==> config.mk <==
export PLATFORM = sky130hd
export DESIGN_NAME = alu_muldiv_seq
export DESIGN_NICKNAME = d
export VERILOG_FILES = /design/src/rtl/alu_muldiv_seq_pkg.sv /design/src/rtl/alu_muldiv_seq_muldiv_iter.sv /design/src/rtl/alu_muldiv_seq.sv
export SDC_FILE = /design/constraint.sdc
export NUM_CORES = 1
export LEC_CHECK = 0
export CAP_MARGIN = 20
export CELL_PAD_IN_SITES_DETAIL_PLACEMENT = 0
export CELL_PAD_IN_SITES_GLOBAL_PLACEMENT = 1
export CORE_MARGIN = 5
export CORE_UTILIZATION = 24
export DETAILED_ROUTE_END_ITERATION = 16
export HOLD_SLACK_MARGIN = 0.12
export PLACE_DENSITY_LB_ADDON = 0.1
export REMOVE_ABC_BUFFERS = 1
export SYNTH_ARGS = -nofsm -noshare
export SYNTH_HDL_FRONTEND = slang
export SYNTH_HIERARCHICAL = 1
export SYNTH_SLANG_ARGS = --single-unit
==> constraint.sdc <==
create_clock -name clock -period 6.7 [get_ports clock]
set_clock_uncertainty 0.2 [all_clocks]
set_input_delay 1.34 -clock clock [delete_from_list [all_inputs] [get_ports clock]]
set_output_delay 1.34 -clock clock [all_outputs]
set_load 0.01 [all_outputs]
==> src/rtl/alu_muldiv_seq_pkg.sv <==
// alu_pkg: opcodes, FSM states and helpers shared by the sequential ALU
package alu_pkg;
    localparam logic [3:0] OP_AND  = 4'b0000;
    localparam logic [3:0] OP_OR   = 4'b0001;
    localparam logic [3:0] OP_ADD  = 4'b0010;
    localparam logic [3:0] OP_NOR  = 4'b0100;
    localparam logic [3:0] OP_XOR  = 4'b0101;
    localparam logic [3:0] OP_SUB  = 4'b0110;
    localparam logic [3:0] OP_SLT  = 4'b0111;
    localparam logic [3:0] OP_MULT = 4'b1000;
    localparam logic [3:0] OP_DIV  = 4'b1001;
    localparam logic [3:0] OP_MFHI = 4'b1010;
    localparam logic [3:0] OP_MFLO = 4'b1011;
    localparam logic [3:0] OP_MTHI = 4'b1100;
    localparam logic [3:0] OP_MTLO = 4'b1101;

    typedef enum logic [1:0] {IDLE, ITER, FIX} state_t;

    function automatic logic is_muldiv(input logic [3:0] op);
        return op == OP_MULT || op == OP_DIV;
    endfunction
endpackage

==> src/rtl/alu_muldiv_seq_muldiv_iter.sv <==
// muldiv_iter: one-bit-per-cycle shift-add multiplier / restoring divider on unsigned magnitudes
module muldiv_iter #(
    parameter int WIDTH = 32
) (
    input  logic             clock,
    input  logic             reset,
    input  logic             load,
    input  logic             step,
    input  logic             mode,
    input  logic [WIDTH-1:0] x,
    input  logic [WIDTH-1:0] y,
    output logic [WIDTH-1:0] hi,
    output logic [WIDTH-1:0] lo
);
    logic [WIDTH-1:0] d;
    logic [WIDTH:0]   sum, shf, dif;

    always_comb begin
        sum = {1'b0, hi} + {1'b0, d};
        shf = {hi, lo[WIDTH-1]};
        dif = shf - {1'b0, d};
    end

    // mode 0: hi accumulates partial product, lo shifts out the multiplier
    // mode 1: hi is the partial remainder, lo shifts the dividend out and quotient bits in
    always_ff @(posedge clock) begin
        if (reset) begin
            hi <= '0;
            lo <= '0;
            d  <= '0;
        end else if (load) begin
            hi <= '0;
            lo <= x;
            d  <= y;
        end else if (step) begin
            if (!mode)
                {hi, lo} <= lo[0] ? {sum, lo[WIDTH-1:1]} : {1'b0, hi, lo[WIDTH-1:1]};
            else begin
                hi <= dif[WIDTH] ? shf[WIDTH-1:0] : dif[WIDTH-1:0];
                lo <= {lo[WIDTH-2:0], ~dif[WIDTH]};
            end
        end
    end
endmodule

==> src/rtl/alu_muldiv_seq.sv <==
// alu_muldiv_seq: registered ALU with iterative MULT/DIV and HI/LO behind a start/busy/done handshake
module alu_muldiv_seq
    import alu_pkg::*;
#(
    parameter int WIDTH = 32
) (
    input  logic             clock,
    input  logic             reset,
    input  logic             start,
    input  logic [3:0]       op,
    input  logic             unsig,
    input  logic [WIDTH-1:0] a,
    input  logic [WIDTH-1:0] b,
    output logic             busy,
    output logic             done,
    output logic [WIDTH-1:0] aluout,
    output logic             compout,
    output logic             overflow,
    output logic             divzero
);
    localparam int CW = $clog2(WIDTH);
    localparam logic [WIDTH-1:0] MIN = {1'b1, {(WIDTH-1){1'b0}}};

    state_t             state;
    logic [CW-1:0]      cnt;
    logic               req_v, req_u;
    logic [3:0]         req_op;
    logic [WIDTH-1:0]   req_a, req_b, hi_q, lo_q, it_hi, it_lo;
    logic [WIDTH-1:0]   mag_a, mag_b, sum, dif, res, quo, rem;
    logic [2*WIDTH-1:0] prod, fix;
    logic               accept, lt, ovf, neg_a, neg_b, dz, is_div, div_ovf, it_load;

    // a captured MULT/DIV not yet in ITER also blocks new requests
    always_comb begin
        accept  = start && !busy && !(req_v && is_muldiv(req_op));
        is_div  = req_op == OP_DIV;
        neg_a   = !req_u && req_a[WIDTH-1];
        neg_b   = !req_u && req_b[WIDTH-1];
        mag_a   = neg_a ? -req_a : req_a;
        mag_b   = neg_b ? -req_b : req_b;
        dz      = req_b == '0;
        it_load = state == IDLE && req_v && is_muldiv(req_op) && !(is_div && dz);
        lt      = req_u ? (req_a < req_b) : ($signed(req_a) < $signed(req_b));
        sum     = req_a + req_b;
        dif     = req_a - req_b;
        ovf     = !req_u && (req_op == OP_ADD ?
                  (req_a[WIDTH-1] == req_b[WIDTH-1] && sum[WIDTH-1] != req_a[WIDTH-1]) :
                  (req_op == OP_SUB && req_a[WIDTH-1] != req_b[WIDTH-1] && dif[WIDTH-1] != req_a[WIDTH-1]));
        prod    = (neg_a ^ neg_b) ? -{it_hi, it_lo} : {it_hi, it_lo};
        quo     = (neg_a ^ neg_b) ? -it_lo : it_lo;
        rem     = neg_a ? -it_hi : it_hi;
        fix     = !is_div ? prod : dz ? {req_a, {WIDTH{1'b1}}} : {rem, quo};
        div_ovf = is_div && !req_u && req_a == MIN && req_b == '1;
        res     = '0;
        case (req_op)
            OP_AND:  res = req_a & req_b;
            OP_OR:   res = req_a | req_b;
            OP_ADD:  res = sum;
            OP_NOR:  res = ~(req_a | req_b);
            OP_XOR:  res = req_a ^ req_b;
            OP_SUB:  res = dif;
            OP_SLT:  res = {{(WIDTH-1){1'b0}}, lt};
            OP_MFHI: res = hi_q;
            OP_MFLO: res = lo_q;
            OP_MTHI: res = req_a;
            OP_MTLO: res = req_a;
            default: res = '0;
        endcase
    end

    muldiv_iter #(.WIDTH(WIDTH)) u_iter (
        .clock(clock),
        .reset(reset),
        .load (it_load),
        .step (state == ITER),
        .mode (is_div),
        .x    (mag_a),
        .y    (mag_b),
        .hi   (it_hi),
        .lo   (it_lo)
    );

    always_ff @(posedge clock) begin
        if (reset) begin
            state    <= IDLE;
            cnt      <= '0;
            req_v    <= 1'b0;
            req_u    <= 1'b0;
            req_op   <= OP_AND;
            req_a    <= '0;
            req_b    <= '0;
            hi_q     <= '0;
            lo_q     <= '0;
            busy     <= 1'b0;
            done     <= 1'b0;
            aluout   <= '0;
            compout  <= 1'b0;
            overflow <= 1'b0;
            divzero  <= 1'b0;
        end else begin
            done  <= 1'b0;
            req_v <= accept;
            if (accept) begin
                req_op <= op;
                req_u  <= unsig;
                req_a  <= a;
                req_b  <= b;
            end
            case (state)
                IDLE: begin
                    if (req_v && is_muldiv(req_op)) begin
                        busy  <= 1'b1;
                        state <= (is_div && dz) ? FIX : ITER;
                        cnt   <= CW'(WIDTH - 1);
                    end else if (req_v) begin
                        done     <= 1'b1;
                        aluout   <= res;
                        compout  <= lt;
                        overflow <= ovf;
                        divzero  <= 1'b0;
                        if (req_op == OP_MTHI) hi_q <= req_a;
                        if (req_op == OP_MTLO) lo_q <= req_a;
                    end
                end
                ITER: begin
                    cnt <= cnt - 1'b1;
                    if (cnt == '0) state <= FIX;
                end
                FIX: begin
                    state        <= IDLE;
                    busy         <= 1'b0;
                    done         <= 1'b1;
                    {hi_q, lo_q} <= fix;
                    aluout       <= fix[WIDTH-1:0];
                    compout      <= lt;
                    overflow     <= div_ovf;
                    divzero      <= is_div && dz;
                end
                default: state <= IDLE;
            endcase
        end
    end
endmodule
Word-level counts from Yosys, hierarchy flattened
Index checks and enable logic that the tools add are counted.

Memories: 0. Input bits: 72. Logic and storage cells: 145. RAM bits: 0. Register bits after elaboration: 274. Latch bits: 0. Memory bits (read-only): 0.

Shift-type cells: 0. Reduce and logical (&&, ||, !) cells: 36. $mul: 0. Order comparisons: 2. Multiplexer cells: 47. Div/mod/pow operators: 0. Add/sub/neg operators: 10. Bitwise logic cells: 6. Equality and inequality tests: 26.

Operator list (count): 32-bit two-way mux (17); 32-bit one-hot mux with 10 select lines (1); 64-bit two-way mux (4); 32-bit one-hot mux with 2 select lines (3); 32-bit negation (4); 32-bit equality test (second input constant) (2); 32-bit less-than comparator (2); 64-bit negation (1); 32-bit by 32-bit adder with 33-bit output (1); 33-bit by 32-bit subtractor with 33-bit output (1); 32-bit adder (1); 32-bit bitwise AND (1); 32-bit logical NOT (1); 32-bit inverter (1); 32-bit OR (1); 32-bit subtractor (1); 32-bit bitwise XOR (1); 4-bit equality test (second input constant) (6); 4-bit by 3-bit equality test with 1-bit output (second input constant) (4); 1-bit logical AND (16); 1-bit two-way mux (11); 1-bit one-hot mux with 2 select lines (5); 5-bit one-hot mux with 2 select lines (1); 2-bit inequality test (second input constant) (4); 23 further kinds (37).

Logic depth before layout (Yosys ltp)
Word-level depth: 8. Mapped depth: 15.

Hierarchy
The synthesis kept the hierarchy.

Modules (own cells, without submodules): alu_muldiv_seq (area an instance 16554.6 um^2, times used 1, cells each 2384); muldiv_iter (area an instance 8060.2 um^2, times used 1, cells each 1061).

Least setup slack after synthesis
OpenSTA, ideal clock, no wires.

Kind: register to register. Start point: register req_a[11]. End point: register aluout[26]. Stages on the path, launching flop included: 14. Period minus slack after synthesis: 3.445 ns. Setup slack: 3.255 ns. Arrival time: 3.133 ns. Path through: dfxtp_1 -> clkbuf_1 -> inv_1 -> ha_1 -> buf_2 -> nor4_2 -> nand2_1 -> o31a_1 -> nor4b_2 -> o41a_1 -> o21ai_1 -> a21oi_1 -> o31a_1 -> a2111oi_1.

Longest elaborated chain between the ends: 5. Elaborated cells on any way between the ends: 6. Those cells by class: 2 x add/sub; 4 x mux.

RTL lines: start, declared (line alu_muldiv_seq.sv:28) `logic [WIDTH-1:0] req_a, req_b, hi_q, lo_q, it_hi, it_lo;`; start signal, assigned (line alu_muldiv_seq.sv:90) `req_a <= '0;`; start signal, assigned (line alu_muldiv_seq.sv:106) `req_a <= a;`; 32-bit subtractor / 32-bit adder (equally long branches) (line alu_muldiv_seq.sv:45, alu_muldiv_seq.sv:44); 32-bit one-hot mux with 10 select lines * (line alu_muldiv_seq.sv:55) `case (req_op)`; 32-bit two-way mux * (line alu_muldiv_seq.sv:115) `end else if (req_v) begin`; 32-bit two-way mux * (line alu_muldiv_seq.sv:111) `if (req_v && is_muldiv(req_op)) begin`; 32-bit one-hot mux with 2 select lines * (line alu_muldiv_seq.sv:109) `case (state)`; end signal, assigned (line alu_muldiv_seq.sv:117) `aluout <= res;`; end signal, assigned (line alu_muldiv_seq.sv:134) `aluout <= fix[WIDTH-1:0];`; end, declared (line alu_muldiv_seq.sv:16) `output logic [WIDTH-1:0] aluout,`.

Mark *: on every way between the ends. The rest lies on a longest branch, timed or not. The select of a mux whose other input is x is not followed. A chain may end at the register's enable or synchronous reset.

Final worst setup path
Start point: register req_b[1]. End point: register hi_q[28].

Longest elaborated chain between the ends: 4.

RTL lines: start, declared (line alu_muldiv_seq.sv:28); start signal, assigned (line alu_muldiv_seq.sv:91) `req_b <= '0;`; start signal, assigned (line alu_muldiv_seq.sv:107) `req_b <= b;`; 32-bit logical NOT (line alu_muldiv_seq.sv:41) `dz = req_b == '0;`; 64-bit two-way mux (2 in series) (line alu_muldiv_seq.sv:52) `fix = !is_div ? prod : dz ? {req_a, {WIDTH{1'b1}}} : {rem, quo};`; 32-bit one-hot mux with 2 select lines (line alu_muldiv_seq.sv:109); end signal, assigned (line alu_muldiv_seq.sv:121) `if (req_op == OP_MTHI) hi_q <= req_a;`; end signal, assigned (line alu_muldiv_seq.sv:133) `{hi_q, lo_q} <= fix;`; end, declared (line alu_muldiv_seq.sv:28).

Every way passes these cells.

==> results_dict.tcl <==
set metrics [dict create \
    syn_inst 3445 \
    crit_slowest_cell "nor3b_2" \
    gr-total-overflow 0 \
    gp_congestion 0.922 \
    first_iter_violations 2679 \
    setup_slack_ns 1.74 \
    vias 26900 \
    io_pins 109 \
    dpl_cell_area_mm2 0.0271 \
    cts_tree "yes" \
    max_freq_mhz 202 \
    dp_hpwl_um 96500 \
    grtUsageTotal 0.229 \
    final_common_cell "a21oi_1" \
    finalHoldViolCount 0 \
    critical_path.startpoint_type "register" \
    die_w_um 330 \
    firstDrtPassIters 6 \
    htree_levels 2 \
    drive_above_1_share 0.0575 \
    cp_cell_sequence "inv_1, ha_1, nor3b_2, nand4_2, nor2_2, buf_4, nor3_1, a21o_1, a211oi_1, nand2_1, a31oi_1" \
    cts_resized 0 \
    slew-limit-headroom 0.198 \
    ys_async_sr_fraction 0 \
    critPathMaxStageDelay_ns 0.88 \
    core_mm2 0.102 \
    clkLatencyLatePin_ns 0.59 \
    leakage_nw 10.5 \
    clk_pin_slew_ns 0.06 \
    initial_utilization 0.242 \
    yosys.cell_types.count 97 \
    fin_crit_sh 0.740 \
    path_max_fanout 16 \
    grt_max_degree 99 \
    worstPathRequired_ns 7.00 \
    critPathCaptureType "register" \
    period_needed_ns 4.96 \
    area_delta_synth_final_pct 16.0 \
    ys_seq_area_frac 0.223 \
    netlist_area_mm2 0.0246 \
    drc 0 \
    fillers 11300 \
    power_density_mw_per_mm2 200 \
    status "completed" \
    vias_per_cell 5.58 \
    tightest_slew_ns 1.20 \
    rsz0062_at_grt "no" \
    seqCellArea_mm2 0.00549 \
    synthTopCellsByArea "dfxtp_1 (22%), a21oi_1 (9.3%), ha_1 (8.7%), nor2_1 (5.7%), nand2_1 (5.4%)" \
    dpl_worst_slack_ns 2.02 \
    synthFlopType "dfxtp_1" \
    arrival_ns 5.26 \
    multi_input_area_mm2 0.0177 \
    die_h_um 330 \
    grt_first_pass_wirelength_um 187000 \
    crit_type "reg2reg" \
    post_cts_buffers 0 \
    final_nets 3676 \
    ys_ff_latch 274 \
    wl_um 130000 \
    dieArea_mm2 0.109 \
    layout_common_cells "a21oi_1 (455), nor2_1 (367), nand2_1 (351)" \
    hold_buffers 0 \
    fin_area_mm2 0.0286 \
    clock-sinks 274 \
    clockRootBuffer "clkbuf_16" \
    slew_violations 0 \
    place_inst 4756 \
    grt_pass1_vias 25900 \
    setup_viol 0 \
    rows 117 \
    syn_avg_cell_area_um2 7.15 \
    cts_buffers 39 \
    maxCapViolCount 0 \
    wl_per_cell_um 27.0 \
    drt.antenna.violating_nets 0 \
    clock_path_buffers 3 \
    synth_area_leader_cell "dfxtp_1" \
    io_buffers 108 \
    synth_top_area_share 0.223 \
    peakVddDrop_uv 145 \
    fin_cells 4828 \
    antenna_found_initial 3 \
    ys_warn_count 6 \
    min_path_type "reg2reg" \
    synth_edf_count 0 \
]
-- synth_stat cells, types with 71 or more instances --
cell type and n:
mux2i_1 77, nand2_1 353, a21oi_1 455, o21ai_0 204, clkbuf_1 200, a211oi_1 95
xnor2_1 126, nor2_1 373, inv_1 162, nor3_1 71, dfxtp_1 274, ha_1 171
-- critical path: cells and delay by family, from the launching register on --
family / cells / cell delay, ns
simple gates: 5 / 2.36
compound gates: 3 / 1.14
buf+inv: 2 / 0.51
flops: 1 / 0.42
fa+ha+maj: 1 / 0.22
-- per-stage QoR --
step | utilization | hold WS, ns | total power, mW | setup TNS, ns
after floorplan | - | 0.216 | 2.67 | -68.61
after global placement | 0.266 | 0.235 | 3.31 | 0
after detailed placement | 0.266 | 0.236 | 3.30 | 0
after CTS | 0.280 | 0.247 | 5.75 | 0
after global routing | 0.280 | 0.285 | 5.95 | 0
final | 0.280 | 0.249 | 5.71 | 0
-- cell type report --
class	instances	area share
flip-flops and latches	274	0.192
clock inverters	18	0.0106
multi-input cells	2774	0.619
well taps	1368	0.0599
diodes	1	0.0000876
repair buffers	176	0.0568
inverters	164	0.0216
clock buffers	53	0.0399
-- metal layers --
layer	global-route usage	wire length, um	part of all wire	up-vias
met5	0	0	0	-
met4	0.0662	3980	0.031	0
met3	0.0289	7380	0.057	160
met2	0.378	59700	0.46	1034
met1	0.315	59100	0.45	13300
li1	-	-	-	12500
-- cells by family after synthesis --
kind of cell / Yosys count / synth area share
adders and majority gates: 175 / 0.0902
and+or+nand+nor: 1101 / 0.207
xor gates and xnor gates: 173 / 0.0616
muxes: 80 / 0.0327
AOI/OAI and AO/OA: 1245 / 0.324
DFF: 274 / 0.223
buffers and inverters: 397 / 0.0621
-- worst paths after layout --
check | from | cells after the start | slack [ns] | to
hold reg to reg | hi_q[13] | 2 | 0.25 | hi_q[13]
setup / recovery | req_b[1] | 11 | 1.74 | hi_q[28]
setup reg to reg | req_b[1] | 11 | 1.74 | hi_q[28]
hold / removal | hi_q[13] | 2 | 0.25 | hi_q[13]
-- power breakdown --
part | total [mW] | switching, mW | internal, mW
sequential | 1.78 | 0.0995 | 1.68
combinational | 1.51 | 1.00 | 0.511
clock | 2.42 | 0.913 | 1.50
-- sequential cells by signal, indices dropped and copies added, names as in the netlist, 4 cells and up --
signal and flops:
lo_q 32, req_a 32, cnt 5, req_b 32, hi_q 32, u_iter/hi 32, u_iter/lo 32, u_iter/d 32
aluout 32, req_op 4
Power figures use the tool's default switching activity.
